--- src/rtl/tile_query_arbiter.sv ---
// tile_query_arbiter: round-robin sharing of one synchronous tile-map read
// port between collision resolvers. Each grant turns a pixel coordinate into
// a map address, and the blockType comes back exactly two cycles later.
// Out-of-bounds coordinates skip the map and return OOB_TYPE.
module tile_query_arbiter #(
  parameter int          N_REQ      = 2,
  parameter int          TILE_SHIFT = 5,
  parameter int          MAP_W      = 20,
  parameter int          MAP_H      = 15,
  parameter int          ADDR_W     = 9,
  parameter logic [2:0]  OOB_TYPE   = 3'd1
) (
  input  logic                  clk,
  input  logic                  rst,
  input  logic [N_REQ-1:0]      req,
  input  logic [10*N_REQ-1:0]   req_x,
  input  logic [10*N_REQ-1:0]   req_y,
  output logic [N_REQ-1:0]      gnt,
  output logic [N_REQ-1:0]      rsp_valid,
  output logic [2:0]            rsp_type,
  output logic                  map_rd_en,
  output logic [ADDR_W-1:0]     map_addr,
  input  logic [2:0]            map_data
);

  localparam int PTR_W = (N_REQ > 1) ? $clog2(N_REQ) : 1;

  // Round-robin pointer: index of the most recently granted requester.
  logic [PTR_W-1:0]  rr_ptr_q, rr_ptr_d;

  // Stage A: owner/oob alongside the registered map request.
  logic [N_REQ-1:0]  a_owner_q, a_owner_d;
  logic              a_oob_q, a_oob_d;
  logic              map_rd_en_q, map_rd_en_d;
  logic [ADDR_W-1:0] map_addr_q, map_addr_d;

  // Stage B: aligned with map_data returning from the map.
  logic [N_REQ-1:0]  b_owner_q, b_owner_d;
  logic              b_oob_q, b_oob_d;

  logic [N_REQ-1:0]  gnt_d;
  logic [PTR_W-1:0]  gnt_idx;
  logic              gnt_any;
  logic [9:0]        sel_x, sel_y;
  logic [9:0]        tile_x, tile_y;
  logic              oob;
  logic [19:0]       addr_full;

  // Arbitration: first requester after rr_ptr_q, wrapping to the lowest index.
  always_comb begin
    logic [PTR_W-1:0] first_any;
    logic [PTR_W-1:0] first_after;
    logic             found_any;
    logic             found_after;
    first_any   = '0;
    first_after = '0;
    found_any   = 1'b0;
    found_after = 1'b0;
    for (int i = N_REQ - 1; i >= 0; i--) begin
      if (req[i]) begin
        first_any = PTR_W'(i);
        found_any = 1'b1;
        if (PTR_W'(i) > rr_ptr_q) begin
          first_after = PTR_W'(i);
          found_after = 1'b1;
        end
      end
    end
    gnt_idx = found_after ? first_after : first_any;
    gnt_any = found_any && !rst;
    gnt_d   = '0;
    if (gnt_any) begin
      gnt_d[gnt_idx] = 1'b1;
    end
  end

  assign gnt = gnt_d;

  // Coordinate mux and tile address computation for the granted requester.
  always_comb begin
    sel_x = '0;
    sel_y = '0;
    for (int i = 0; i < N_REQ; i++) begin
      if (gnt_d[i]) begin
        sel_x = req_x[10*i +: 10];
        sel_y = req_y[10*i +: 10];
      end
    end
    tile_x    = sel_x >> TILE_SHIFT;
    tile_y    = sel_y >> TILE_SHIFT;
    oob       = (tile_x >= 10'(MAP_W)) || (tile_y >= 10'(MAP_H));
    addr_full = 20'(tile_y) * 20'(MAP_W) + 20'(tile_x);
  end

  // Next-state for pointer and both pipeline stages.
  always_comb begin
    rr_ptr_d    = rr_ptr_q;
    a_owner_d   = gnt_d;
    a_oob_d     = gnt_any && oob;
    map_rd_en_d = gnt_any && !oob;
    map_addr_d  = '0;
    b_owner_d   = a_owner_q;
    b_oob_d     = a_oob_q;
    if (gnt_any) begin
      rr_ptr_d = gnt_idx;
      if (!oob) begin
        map_addr_d = addr_full[ADDR_W-1:0];
      end
    end
  end

  // State registers; reset flushes every in-flight query.
  always_ff @(posedge clk) begin
    if (rst) begin
      rr_ptr_q    <= PTR_W'(N_REQ - 1);
      a_owner_q   <= '0;
      a_oob_q     <= 1'b0;
      map_rd_en_q <= 1'b0;
      map_addr_q  <= '0;
      b_owner_q   <= '0;
      b_oob_q     <= 1'b0;
    end else begin
      rr_ptr_q    <= rr_ptr_d;
      a_owner_q   <= a_owner_d;
      a_oob_q     <= a_oob_d;
      map_rd_en_q <= map_rd_en_d;
      map_addr_q  <= map_addr_d;
      b_owner_q   <= b_owner_d;
      b_oob_q     <= b_oob_d;
    end
  end

  assign map_rd_en = map_rd_en_q;
  assign map_addr  = map_addr_q;
  assign rsp_valid = b_owner_q;

  // Response mux: substitute OOB_TYPE for skipped reads, zero when idle.
  always_comb begin
    rsp_type = 3'd0;
    if (|b_owner_q) begin
      rsp_type = b_oob_q ? OOB_TYPE : map_data;
    end
  end

endmodule

--- config.mk ---
export PLATFORM = sky130hd
export DESIGN_NAME = tile_query_arbiter
export DESIGN_NICKNAME = d
export VERILOG_FILES = /design/src/rtl/tile_query_arbiter.sv
export SDC_FILE = /design/constraint.sdc
export NUM_CORES = 1
export LEC_CHECK = 0
export ABC_AREA = 0
export BUFFER_PORTS_ARGS = -buffer_cell sky130_fd_sc_hd__buf_2
export CAP_MARGIN = 15
export CORE_MARGIN = 2
export CORE_UTILIZATION = 41
export CTS_CLUSTER_DIAMETER = 30
export DETAILED_ROUTE_END_ITERATION = 12
export GPL_TIMING_DRIVEN = 0
export HOLD_SLACK_MARGIN = 0.02
export MAX_ROUTING_LAYER = met4
export PLACE_DENSITY = 0.84
export SLEW_MARGIN = 20
export SYNTH_ARGS = -nofsm -noshare
export SYNTH_HDL_FRONTEND = slang
export SYNTH_SLANG_ARGS = --single-unit
--- constraint.sdc ---
create_clock -name clk -period 3.2 [get_ports clk]
set_clock_uncertainty 0.1 [all_clocks]
set_input_delay 0.16 -clock clk [delete_from_list [all_inputs] [get_ports clk]]
set_output_delay 0.16 -clock clk [all_outputs]
set_load 0.05 [all_outputs]
## Word-level counts from Yosys, hierarchy flattened

Index checks and enable logic that the tools add are counted.

| word-level totals | value |
|---|---|
| register bits after elaboration | 17 |
| output and inout port bits | 17 |
| word-level logic and storage cells | 44 |

| cells by class | value |
|---|---|
| bitwise logic cells | 1 |
| $add $sub $neg | 1 |
| order comparisons | 6 |
| reductions and logical operators | 9 |
| muxes and demuxes | 19 |
| multipliers | 1 |

Operators with widths:

| operator | number |
|---|---|
| 10-bit two-way mux | 4 |
| 1-bit two-way mux | 11 |
| 9-bit by 5-bit adder with 9-bit output | 1 |
| 5-bit by 3-bit multiplier with 7-bit output, second input constant | 1 |
| 3-bit two-way mux | 2 |
| 5-bit by 4-bit greater-or-equal comparator with 1-bit output, second input constant | 1 |
| 5-bit greater-or-equal comparator, second input constant | 1 |
| 1-bit logical AND | 4 |
| 3-bit OR reduction | 1 |
| 1-bit greater-than comparator, first input constant | 2 |
| 1-bit zero test | 2 |
| 1-bit by 2-bit < comparator with 1-bit output, second input constant | 1 |
| 2-bit two-way mux | 1 |
| 2-bit OR reduction | 1 |
| 1-bit demux with 1-bit select | 1 |
| 1-bit greater-or-equal comparator, second input constant | 1 |
| 1-bit logical OR | 1 |
| 1-bit inverter | 1 |

## Depth between registers and ports, before layout

Gate-level depths: netlist (run 1).

| depth | value |
|---|---|
| depth in word-level cells | 17 |
| mapped depth | 12 |
| depth with buffers taken out | 11 |

## Worst setup path after synthesis (run 1)

No wires, ideal clock.

| timing path | value |
|---|---|
| kind | reg-to-reg |
| start | reg rr_ptr_q |
| end | reg map_addr_q[8], in the netlist map_addr[8] |
| setup slack | 0.563 ns |
| library setup time | 0.157 ns |
| stages on the path, launching flop included | 13 |
| buffers on the path | 1 |
| required time | 2.943 ns |
| arrival | 2.380 ns |
| cells stage by stage | dfxtp_1 -> nand2b_1 -> buf_2 -> a32oi_1 -> nor2_1 -> ha_1 -> ha_1 -> fa_1 -> xor2_1 -> nand2_1 -> nor2_1 -> xor2_1 -> nor3_1 |

| on the way | value |
|---|---|
| cells in the longest elaborated chain, start to end | 16 |
| elaborated cells on any way between the ends | 25 |
| those cells by class | 1 x add/sub; 1 x mul; 6 x order compare; 14 x mux; 3 x reduce/logical |

RTL lines:

| element | line | source |
|---|---|---|
| start, declared | 29 | `logic [PTR_W-1:0] rr_ptr_q, rr_ptr_d;` |
| start signal, assigned | 115 | `rr_ptr_q <= PTR_W'(N_REQ - 1);` |
| start signal, assigned | 123 | `rr_ptr_q <= rr_ptr_d;` |
| 1-bit greater-than comparator | 63 | `if (PTR_W'(i) > rr_ptr_q) begin` |
| 1-bit two-way mux | 63 |  |
| 1-bit two-way mux | 60 | `if (req[i]) begin` |
| 1-bit two-way mux | 63 |  |
| 1-bit two-way mux | 60 |  |
| 1-bit two-way mux (*) | 69 | `gnt_idx = found_after ? first_after : first_any;` |
| 1-bit by 2-bit < comparator with 1-bit output (implied by the code) / 1-bit greater-or-equal comparator (equally long branches) | 73 | `gnt_d[gnt_idx] = 1'b1;` |
| 1-bit logical AND (implied by the code) | 73 |  |
| 1-bit two-way mux (implied by the code) | 73 |  |
| 1-bit demux with 1-bit select (*) | 73 |  |
| 2-bit two-way mux (*) | 72 | `if (gnt_any) begin` |
| parallel branches: the longest is 5 deep, another holds 9-bit by 5-bit adder with 9-bit output | - |  |
| end signal, assigned | 127 | `map_addr_q <= map_addr_d;` |
| end, declared | 35 | `logic [ADDR_W-1:0] map_addr_q, map_addr_d;` |

Mark *: on every way between the ends.
A chain may end at the register's enable or synchronous reset.

## Final worst setup path (run 1)

Ends and elaborated chain as after synthesis.

==> results of run 1 <==
## synthesized netlist by cell type (all sizes together)
cell | n | area, sq um
xnor2 | 2 | 17.52
a21boi | 1 | 7.510
o211ai | 1 | 7.510
buf | 5 | 30.02
nor3b | 2 | 15.01
nand2b | 2 | 12.51
ha | 9 | 112.6
xor2 | 4 | 35.03
o21bai | 1 | 7.510
nor3 | 10 | 90.09
clkbuf | 1 | 3.750
fa | 2 | 40.04
dfxtp | 17 | 340.3
nor2 | 16 | 60.06
a21oi | 2 | 10.01
nor2b | 5 | 31.28
o21ai | 2 | 10.01
a21o | 3 | 22.52
a32oi | 8 | 70.07
a211oi | 1 | 7.510
nand2 | 5 | 18.77
a22oi | 2 | 15.01
inv | 2 | 7.510
a311o | 1 | 10.01
## critical path: stages, from the launching register on
cell      delay [ns]
dfxtp_1         0.34
a21boi_1        0.15
buf_2           0.23
a32oi_1         0.09
nor2_1          0.29
ha_1            0.30
ha_1            0.23
fa_1            0.38
xor2_1          0.26
nand2_1         0.09
nor2_1          0.12
xor2_1          0.15
nor3_1          0.06
## cell type report
class,instances,area (sq um)
buffer,6,33.78
clock buffer,4,26.28
fill,201,979.7
inverter,2,7.507
multi-input combinational,79,600.6
sequential,17,340.3
tap,28,35.03
timing repair buffer,42,210.2
## through the flow
stage	cells	hold slack [ns]	utilization	power, uW	setup slack [ns]
floorplan	104	0.1975	-	349.8	0.5632
detailed placement	174	0.3273	0.5496	392.2	0.2747
global placement	174	0.3202	0.5496	387.9	0.3795
global route	178	0.05783	0.5613	524.7	0.06611
CTS	178	0.04859	0.5613	500.5	0.2632
finish	178	0.04920	0.5613	494.7	0.2616
## worst max-delay path by stage
stage / end / depth (start not counted) / slack [ns] / start
global placement: map_addr[8]$_SDFF_PP0_ / 12 / 0.38 / rr_ptr_q$_SDFFE_PP1N_
CTS: map_addr[8]$_SDFF_PP0_ / 12 / 0.26 / rr_ptr_q$_SDFFE_PP1N_
floorplan: map_addr[8]$_SDFF_PP0_ / 12 / 0.56 / rr_ptr_q$_SDFFE_PP1N_
finish: map_addr[8]$_SDFF_PP0_ / 12 / 0.26 / rr_ptr_q$_SDFFE_PP1N_
global route: map_addr[8]$_SDFF_PP0_ / 12 / 0.07 / rr_ptr_q$_SDFFE_PP1N_
detailed placement: map_addr[8]$_SDFF_PP0_ / 12 / 0.27 / rr_ptr_q$_SDFFE_PP1N_
## power breakdown
group	switching [uW]	internal, uW	total (uW)
clock	59.7	48.3	108
combinational	104	55.0	159
sequential	3.79	224	228
## flip-flops by register name, indices dropped and copies added, names as in the netlist
register,cells
rr_ptr_q,1
map_rd_en,1
a_owner_q,2
rsp_valid,2
b_oob_q,1
map_addr,9
a_oob_q,1
## cell families after synthesis
logic type,share of synthesized area
buffers and inverters,0.04203
adders and majority gates,0.1554
xor gates and xnor gates,0.05350
AOI/OAI and AO/OA,0.1707
DFF,0.3465
and+or+nand+nor,0.2318
## routing by layer
layer	GRT usage	share of wire	up-vias
li1	-	-	464
met2	0.3021	0.50	43
met5	-	0	-
met3	0.008475	0.079	2
met1	0.1882	0.41	429
met4	0.06410	0.010	0
==> results.json, run 1 <==
{
  "cts_tree": "done",
  "firstDrtPassIters": 4,
  "fin_area_sq_mm": 0.001254,
  "arrival_ns": 2.97,
  "hold_viol": 0,
  "crit_path_max_fanout": 10,
  "leakagePower_uw": 0.0006290,
  "drc": 0,
  "hold_class": "in2reg",
  "hold_depth": 3,
  "pin_count": 64,
  "rsz0062_at_grt": "no",
  "vias": 938,
  "grt_overflow_total": 0,
  "status": "finished clean",
  "layout_commonest_cell": "buf_2",
  "timing.rr.start": "rr_ptr_q$_SDFFE_PP1N_",
  "wl_mm": 2.094,
  "post-route-min-period_ns": 2.938,
  "antenna_found_initial": 0,
  "die_y_microns": 52.95,
  "reg2reg_depth": 12,
  "via_per_inst": 5.270,
  "wl_per_cell_microns": 11.76,
  "worstHoldEndpoint": "map_addr[1]$_SDFF_PP0_",
  "grt_max_degree": 11,
  "die_area_sq_mm": 0.002803,
  "synth.avg_cell_area_sq_um": 9.444,
  "clk_pin_slew_ns": 0.09,
  "diodes": 0,
  "yosysWarnings": 0,
  "place_area_sq_mm": 0.001227,
  "finalCritPeriodShare": 0.9183,
  "post_cts_buffers": 0,
  "final_cell_mix": "buf_2, dfxtp_1, nor2_1",
  "cts_buffers": 3,
  "dp_hpwl_mm": 1.731,
  "drt_iter0_drc": 21,
  "timing.fmax_ghz": 0.3403,
  "tns_ns": 0,
  "crit_path_end_kind": "flip-flop",
  "p_per_area_mw_per_mm2": 394.6,
  "nets": 209,
  "crit_type": "reg2reg",
  "port_buffers": 42,
  "grt_pass1_wl_mm": 3.381,
  "drt.antenna.violating_nets": 0,
  "drive_gt1_frac": 0.3800,
  "ys_ff_latch": 17,
  "num_rows": 17,
  "syn_inst": 104,
  "grt_pass1_vias": 840,
  "syn_area_sq_um": 982.2,
  "ys_seq_area_frac": 0.3465,
  "cts_sinks": 17,
  "setup_violations": 0,
  "rrSetupSlack_ns": 0.26,
  "cp_data_required_time_ns": 3.23,
  "gr-usage-all-layers": 0.1650,
  "tightest_slew_ns": 1.017,
  "cts-resized-gates": 0,
  "vdd_drop_max_mv": 0.1867,
  "relSlewSlack": 0.3205,
  "core_area_sq_mm": 0.002233,
  "drv_cap": 0,
  "htree_levels": 1,
  "globalplace.congestion": 0.8794,
  "synth_cell_types": 27,
  "rr_endpoint": "map_addr[8]$_SDFF_PP0_",
  "synth_fp_nets": 162,
  "setup.worst_path.start_class": "flip-flop",
  "area_growth_pct": 27.64,
  "start_util": 0.4398,
  "min_from": "req_x[16]",
  "clockBufferDepth": 2,
  "drv_slew": 0,
  "cts_hold_buf": 0,
  "die_w_microns": 52.95,
  "clock_latency_ns": 0.28,
  "cts-root-buf": "clkbuf_4"
}
Power figures use the tool's default switching activity.
==> run 2: changes to the inputs <==
--- a/config.mk
+++ b/config.mk
@@ -8,14 +8,16 @@
 export ABC_AREA = 0
 export BUFFER_PORTS_ARGS = -buffer_cell sky130_fd_sc_hd__buf_2
 export CAP_MARGIN = 15
+export CELL_PAD_IN_SITES_DETAIL_PLACEMENT = 1
+export CELL_PAD_IN_SITES_GLOBAL_PLACEMENT = 1
 export CORE_MARGIN = 2
-export CORE_UTILIZATION = 41
+export CORE_UTILIZATION = 29
 export CTS_CLUSTER_DIAMETER = 30
 export DETAILED_ROUTE_END_ITERATION = 12
 export GPL_TIMING_DRIVEN = 0
 export HOLD_SLACK_MARGIN = 0.02
 export MAX_ROUTING_LAYER = met4
-export PLACE_DENSITY = 0.84
+export PLACE_DENSITY = 0.85
 export SLEW_MARGIN = 20
 export SYNTH_ARGS = -nofsm -noshare
 export SYNTH_HDL_FRONTEND = slang
==> run 2 against run 1 <==
  * Cell count grew 10%
  * Register-to-register slack gained 0.02 ns
  * Sequential power is essentially flat
  * Fmax grew 0.64%
  * Hold slack gained 0.015 ns
  * Core utilization shrank 17 points
  * Wire length grew 13%
  * Global-route usage shrank 3.7 points
  * Non-clock buffer count is the same
  * Combinational power is essentially flat
  * Clock power is essentially flat
  * Largest cell class unchanged
  * Highest routed layer is now met3
==> results.json, run 2 (synthesis results as in run 1) <==
{
  "grt_pass1_wl_mm": 4.029,
  "diodes": 0,
  "vdd_drop_max_mv": 0.1177,
  "crit_type": "reg2reg",
  "clock_latency_ns": 0.28,
  "crit_buf_inv": 1,
  "area_growth_pct": 30.06,
  "cts-resized-gates": 0,
  "cts_hold_buf": 0,
  "core_area_sq_mm": 0.003284,
  "vias": 944,
  "relSlewSlack": 0.2820,
  "grt_pass1_vias": 1001,
  "wl_met1_microns": 912,
  "drt_iter0_drc": 14,
  "grt_max_degree": 11,
  "cp_data_required_time_ns": 3.23,
  "cts_tree": "done",
  "via_per_inst": 4.816,
  "hold_class": "in2reg",
  "crit_family": "adder cells",
  "rrSetupSlack_ns": 0.28,
  "hold_depth": 3,
  "die_area_sq_mm": 0.003868,
  "met3WireLength_microns": 171,
  "p_per_area_mw_per_mm2": 388.4,
  "crit_chain": "nand2b_1 -> buf_2 -> a32oi_1 -> nor2_1 -> ha_1 -> ha_1 -> fa_1 -> xor2_1 -> nand2_1 -> nor2_1 -> xor2_1 -> nor3_1",
  "clockBufferDepth": 2,
  "firstDrtPassIters": 4,
  "wl_mm": 2.358,
  "setup_violations": 0,
  "drc": 0,
  "status": "finished clean",
  "cts_buffers": 3,
  "grt_overflow_total": 0,
  "num_rows": 21,
  "tightest_slew_ns": 1.075,
  "dp_hpwl_mm": 2.004,
  "drv_slew": 0,
  "crit_path_end_kind": "flip-flop",
  "min_from": "req[1]",
  "gr-usage-all-layers": 0.1278,
  "reg2reg_depth": 12,
  "layout_commonest_cell": "buf_2",
  "cts-root-buf": "clkbuf_4",
  "clk_pin_slew_ns": 0.09,
  "drt.antenna.violating_nets": 0,
  "cts_sinks": 17,
  "drive_gt1_frac": 0.3867,
  "largest_reg_flops": 9,
  "tns_ns": 0,
  "pin_count": 64,
  "setup_slack_ns": 0.2803,
  "setup.worst_path.start_class": "flip-flop",
  "timing.rr.start": "rr_ptr_q$_SDFFE_PP1N_",
  "route.met2.wl_mm": 1.275,
  "slowest_delay_ns": 0.39,
  "antenna_found_initial": 0,
  "wl_per_cell_microns": 12.03,
  "post-route-min-period_ns": 2.920,
  "place_ws_ns": 0.2941,
  "final_cell_mix": "buf_2, dfxtp_1, nor2_1",
  "finalCritPeriodShare": 0.9124,
  "nets": 209,
  "rsz0062_at_grt": "no",
  "drv_cap": 0,
  "die_y_microns": 62.20,
  "crit_slowest_cell": "fa_1",
  "die_w_microns": 62.20,
  "timing.fmax_ghz": 0.3425,
  "hold_viol": 0,
  "crit_path_max_fanout": 10,
  "leakagePower_uw": 0.0006317,
  "globalplace.congestion": 0.8389,
  "rr_endpoint": "map_addr[8]$_SDFF_PP0_",
  "start_util": 0.2990,
  "worstHoldEndpoint": "rr_ptr_q$_SDFFE_PP1N_",
  "htree_levels": 1,
  "post_cts_buffers": 0,
  "port_buffers": 42,
  "highest_layer": "met3",
  "arrival_ns": 2.95
}
==> run 2: worst max-delay path by stage <==
stage / from / to / slack [ns] / cells past startpoint
6_report: rr_ptr_q$_SDFFE_PP1N_ / map_addr[8]$_SDFF_PP0_ / 0.28 / 12
5_1_grt: rr_ptr_q$_SDFFE_PP1N_ / map_addr[8]$_SDFF_PP0_ / 0.05 / 12
4_1_cts: rr_ptr_q$_SDFFE_PP1N_ / map_addr[8]$_SDFF_PP0_ / 0.27 / 12
3_5_place_dp: rr_ptr_q$_SDFFE_PP1N_ / map_addr[8]$_SDFF_PP0_ / 0.29 / 12
3_3_place_gp: rr_ptr_q$_SDFFE_PP1N_ / map_addr[8]$_SDFF_PP0_ / 0.33 / 12
2_1_floorplan: rr_ptr_q$_SDFFE_PP1N_ / map_addr[8]$_SDFF_PP0_ / 0.56 / 12
==> run 2: report_power, final <==
group	internal (uW)	switching, uW
logic	55.2	105
registers	224	3.80
clock network	46.3	61.7
==> run 2: area by class of cell <==
| type | count | area, sq um |
|---|---|---|
| Clock inverter | 1 | 5.005 |
| Clock buffer | 3 | 22.52 |
| Fill cell | 399 | 2007 |
| Sequential cell | 17 | 340.3 |
| Timing Repair Buffer | 42 | 210.2 |
| Inverter | 2 | 7.507 |
| Multi-Input combinational cell | 79 | 600.6 |
| Buffer | 6 | 33.78 |
| Tap cell | 46 | 57.56 |
==> run 2: metrics by stage <==
stage | utilization | power [uW] | area [sq um] | cells | hold slack (ns)
final | 0.3890 | 496.1 | 1277 | 196 | 0.06416
after detailed placement | 0.3806 | 394.8 | 1250 | 192 | 0.3285
after CTS | 0.3890 | 504.0 | 1277 | 196 | 0.05886
after global routing | 0.3890 | 521.7 | 1277 | 196 | 0.08312
after floorplan | - | 349.8 | 982.2 | 104 | 0.1975
after global placement | 0.3806 | 390.1 | 1250 | 192 | 0.3214
==> run 2: worst register-to-register path: stages, from the launching register on <==
cell,delay (ns)
dfxtp_1,0.34
nand2b_1,0.14
buf_2,0.17
a32oi_1,0.28
nor2_1,0.14
ha_1,0.32
ha_1,0.23
fa_1,0.39
xor2_1,0.25
nand2_1,0.08
nor2_1,0.11
xor2_1,0.15
nor3_1,0.05
==> run 2: layer usage <==
layer	GRT usage	up-vias
li1	-	463
met1	0.1295	448
met2	0.2432	33
met3	0.02717	0
met4	0.04167	0
met5	-	-
==> run 3: changes to the inputs <==
--- a/config.mk
+++ b/config.mk
@@ -10,7 +10,7 @@
 export CAP_MARGIN = 15
 export CELL_PAD_IN_SITES_DETAIL_PLACEMENT = 1
 export CELL_PAD_IN_SITES_GLOBAL_PLACEMENT = 1
-export CORE_MARGIN = 2
+export CORE_MARGIN = 10
 export CORE_UTILIZATION = 29
 export CTS_CLUSTER_DIAMETER = 30
 export DETAILED_ROUTE_END_ITERATION = 12
@@ -18,7 +18,6 @@
 export HOLD_SLACK_MARGIN = 0.02
 export MAX_ROUTING_LAYER = met4
 export PLACE_DENSITY = 0.85
-export SLEW_MARGIN = 20
 export SYNTH_ARGS = -nofsm -noshare
 export SYNTH_HDL_FRONTEND = slang
 export SYNTH_SLANG_ARGS = --single-unit
==> run 3 against run 2 <==
  * Die area increased by 58%
  * Power is 0.75% higher
  * Critical path type unchanged
  * Non-clock buffer count stayed put
  * Critical endpoint unchanged
  * Sequential cell count did not move
  * Sequential share of layout area hardly changed
  * Cell count stayed put
  * First-iteration DRC count up 110%
==> results.json, run 3 (synthesis results as in run 1) <==
{
  "status": "finished clean",
  "cts_hold_buf": 0,
  "hold_class": "in2reg",
  "final_cell_mix": "buf_2, dfxtp_1, nor2_1",
  "nets": 209,
  "startpoint": "rr_ptr_q$_SDFFE_PP1N_",
  "firstDrtPassIters": 4,
  "tightest_slew_ns": 1.080,
  "fin_area_sq_mm": 0.001276,
  "crit_buf_inv": 1,
  "grt_overflow_total": 0,
  "swShare": 0.3444,
  "cts_tree": "done",
  "crit_type": "reg2reg",
  "wl_mm": 2.910,
  "clockBufferDepth": 2,
  "via_per_inst": 4.806,
  "leakagePower_uw": 0.0006290,
  "reg2reg_depth": 12,
  "power_uw": 499.8,
  "die_area_sq_mm": 0.006114,
  "path_depth": 12,
  "die_y_microns": 78.20,
  "pin_count": 64,
  "crit_path_max_fanout": 10,
  "start_util": 0.2967,
  "port_buffers": 42,
  "crit_slowest_cell": "fa_1",
  "post-route-min-period_ns": 2.939,
  "setup.worst_path.start_class": "flip-flop",
  "area_growth_pct": 29.94,
  "gr-usage-all-layers": 0.09677,
  "cts-resized-gates": 0,
  "htree_levels": 1,
  "tns_ns": 0,
  "core_area_sq_mm": 0.003311,
  "rr_endpoint": "map_addr[8]$_SDFF_PP0_",
  "drv_slew": 0,
  "cts-root-buf": "clkbuf_4",
  "rsz0062_at_grt": "no",
  "slowest_delay_ns": 0.38,
  "p_int_uw": 327.7,
  "p_per_area_mw_per_mm2": 391.6,
  "p_seq_frac": 0.457,
  "cts_buffers": 3,
  "vias": 942,
  "post_cts_buffers": 0,
  "timing.fmax_ghz": 0.3402,
  "globalplace.congestion": 0.8535,
  "finalCritPeriodShare": 0.9185,
  "largest_reg_flops": 9,
  "critPathCapture": "map_addr[8]$_SDFF_PP0_",
  "hold_viol": 0,
  "grt_pass1_vias": 1007,
  "crit_family": "adder cells",
  "cp_data_required_time_ns": 3.22,
  "clk_pin_slew_ns": 0.09,
  "arrival_ns": 2.96,
  "cts_sinks": 17,
  "crit_chain": "nand2b_1 -> buf_2 -> a32oi_1 -> nor2_1 -> ha_1 -> ha_1 -> fa_1 -> xor2_1 -> nand2_1 -> nor2_1 -> xor2_1 -> nor3_1",
  "clockPowerShare": 0.218,
  "grt_max_degree": 11,
  "p_comb_frac": 0.325,
  "num_rows": 21,
  "antenna_found_initial": 0,
  "place_area_sq_mm": 0.001250,
  "drt.antenna.violating_nets": 0,
  "die_w_microns": 78.20,
  "crit_path_end_kind": "flip-flop",
  "layout_commonest_cell": "buf_2",
  "rrSetupSlack_ns": 0.26,
  "vdd_drop_max_mv": 0.1074,
  "wl_per_cell_microns": 14.85,
  "p_switching_uw": 172.1,
  "setup_violations": 0,
  "drc": 0,
  "grt_pass1_wl_mm": 4.816,
  "drt_iter0_drc": 30,
  "drive_gt1_frac": 0.3800,
  "diodes": 0,
  "drv_cap": 0,
  "dp_hpwl_mm": 2.534,
  "relSlewSlack": 0.2785,
  "timing.rr.start": "rr_ptr_q$_SDFFE_PP1N_",
  "clock_latency_ns": 0.28
}
run 3: worst min path at each step:
stage / from / end / depth (start not counted)
2_1_floorplan: req[1] / rr_ptr_q$_SDFFE_PP1N_ / 2
3_3_place_gp: a_owner_q[1]$_SDFF_PP0_ / rsp_valid[1]$_SDFF_PP0_ / 1
3_5_place_dp: a_owner_q[1]$_SDFF_PP0_ / rsp_valid[1]$_SDFF_PP0_ / 1
4_1_cts: req_x[16] / map_addr[1]$_SDFF_PP0_ / 3
5_1_grt: req_x[15] / map_addr[0]$_SDFF_PP0_ / 3
6_report: req_x[16] / map_addr[1]$_SDFF_PP0_ / 3
run 3: metal layers:
layer | GRT usage | routed length [microns] | part of all wire | vias to the layer above
met3 | 0.02733 | 186 | 0.064 | 2
met2 | 0.1694 | 1456 | 0.50 | 36
met1 | 0.1024 | 1238 | 0.43 | 442
met5 | - | 0 | 0 | -
met4 | 0.03226 | 29 | 0.010 | 0
li1 | - | - | - | 462
run 3: power groups by stage:
stage          combinational, uW  sequential, uW  clock, uW
2_1_floorplan               86.9             263          0
3_3_place_gp                 159             232          0
3_5_place_dp                 164             234          0
4_1_cts                      165             229        114
5_1_grt                      179             230        121
6_report                     163             228        109
run 3: metrics by stage:
stage               utilization  hold slack [ns]  cells  setup WS (ns)
floorplan                     -           0.1975    104         0.5632
global placement         0.3776           0.3206    192         0.3239
detailed placement       0.3776           0.3337    192         0.2965
CTS                      0.3855          0.05947    196         0.2634
global route             0.3855          0.06468    196        0.03581
finish                   0.3855          0.06074    196         0.2607
run 3: worst reg2reg max path, stage by stage, from the launching register on:
cell and delay, ns:
dfxtp_1 0.34, nand2b_1 0.14, buf_2 0.17, a32oi_1 0.29, nor2_1 0.14, ha_1 0.33, ha_1 0.23, fa_1 0.38
xor2_1 0.25, nand2_1 0.08, nor2_1 0.12, xor2_1 0.16, nor3_1 0.06
run 3: layout make-up:
cell class              count  area (sq um)
plain buffers               6         33.78
clock buffers               4         26.28
fillers                   431          2034
inverters                   2         7.507
multi-input cells          79         600.6
flip-flops and latches     17         340.3
well taps                  46         57.56
repair buffers             42         210.2
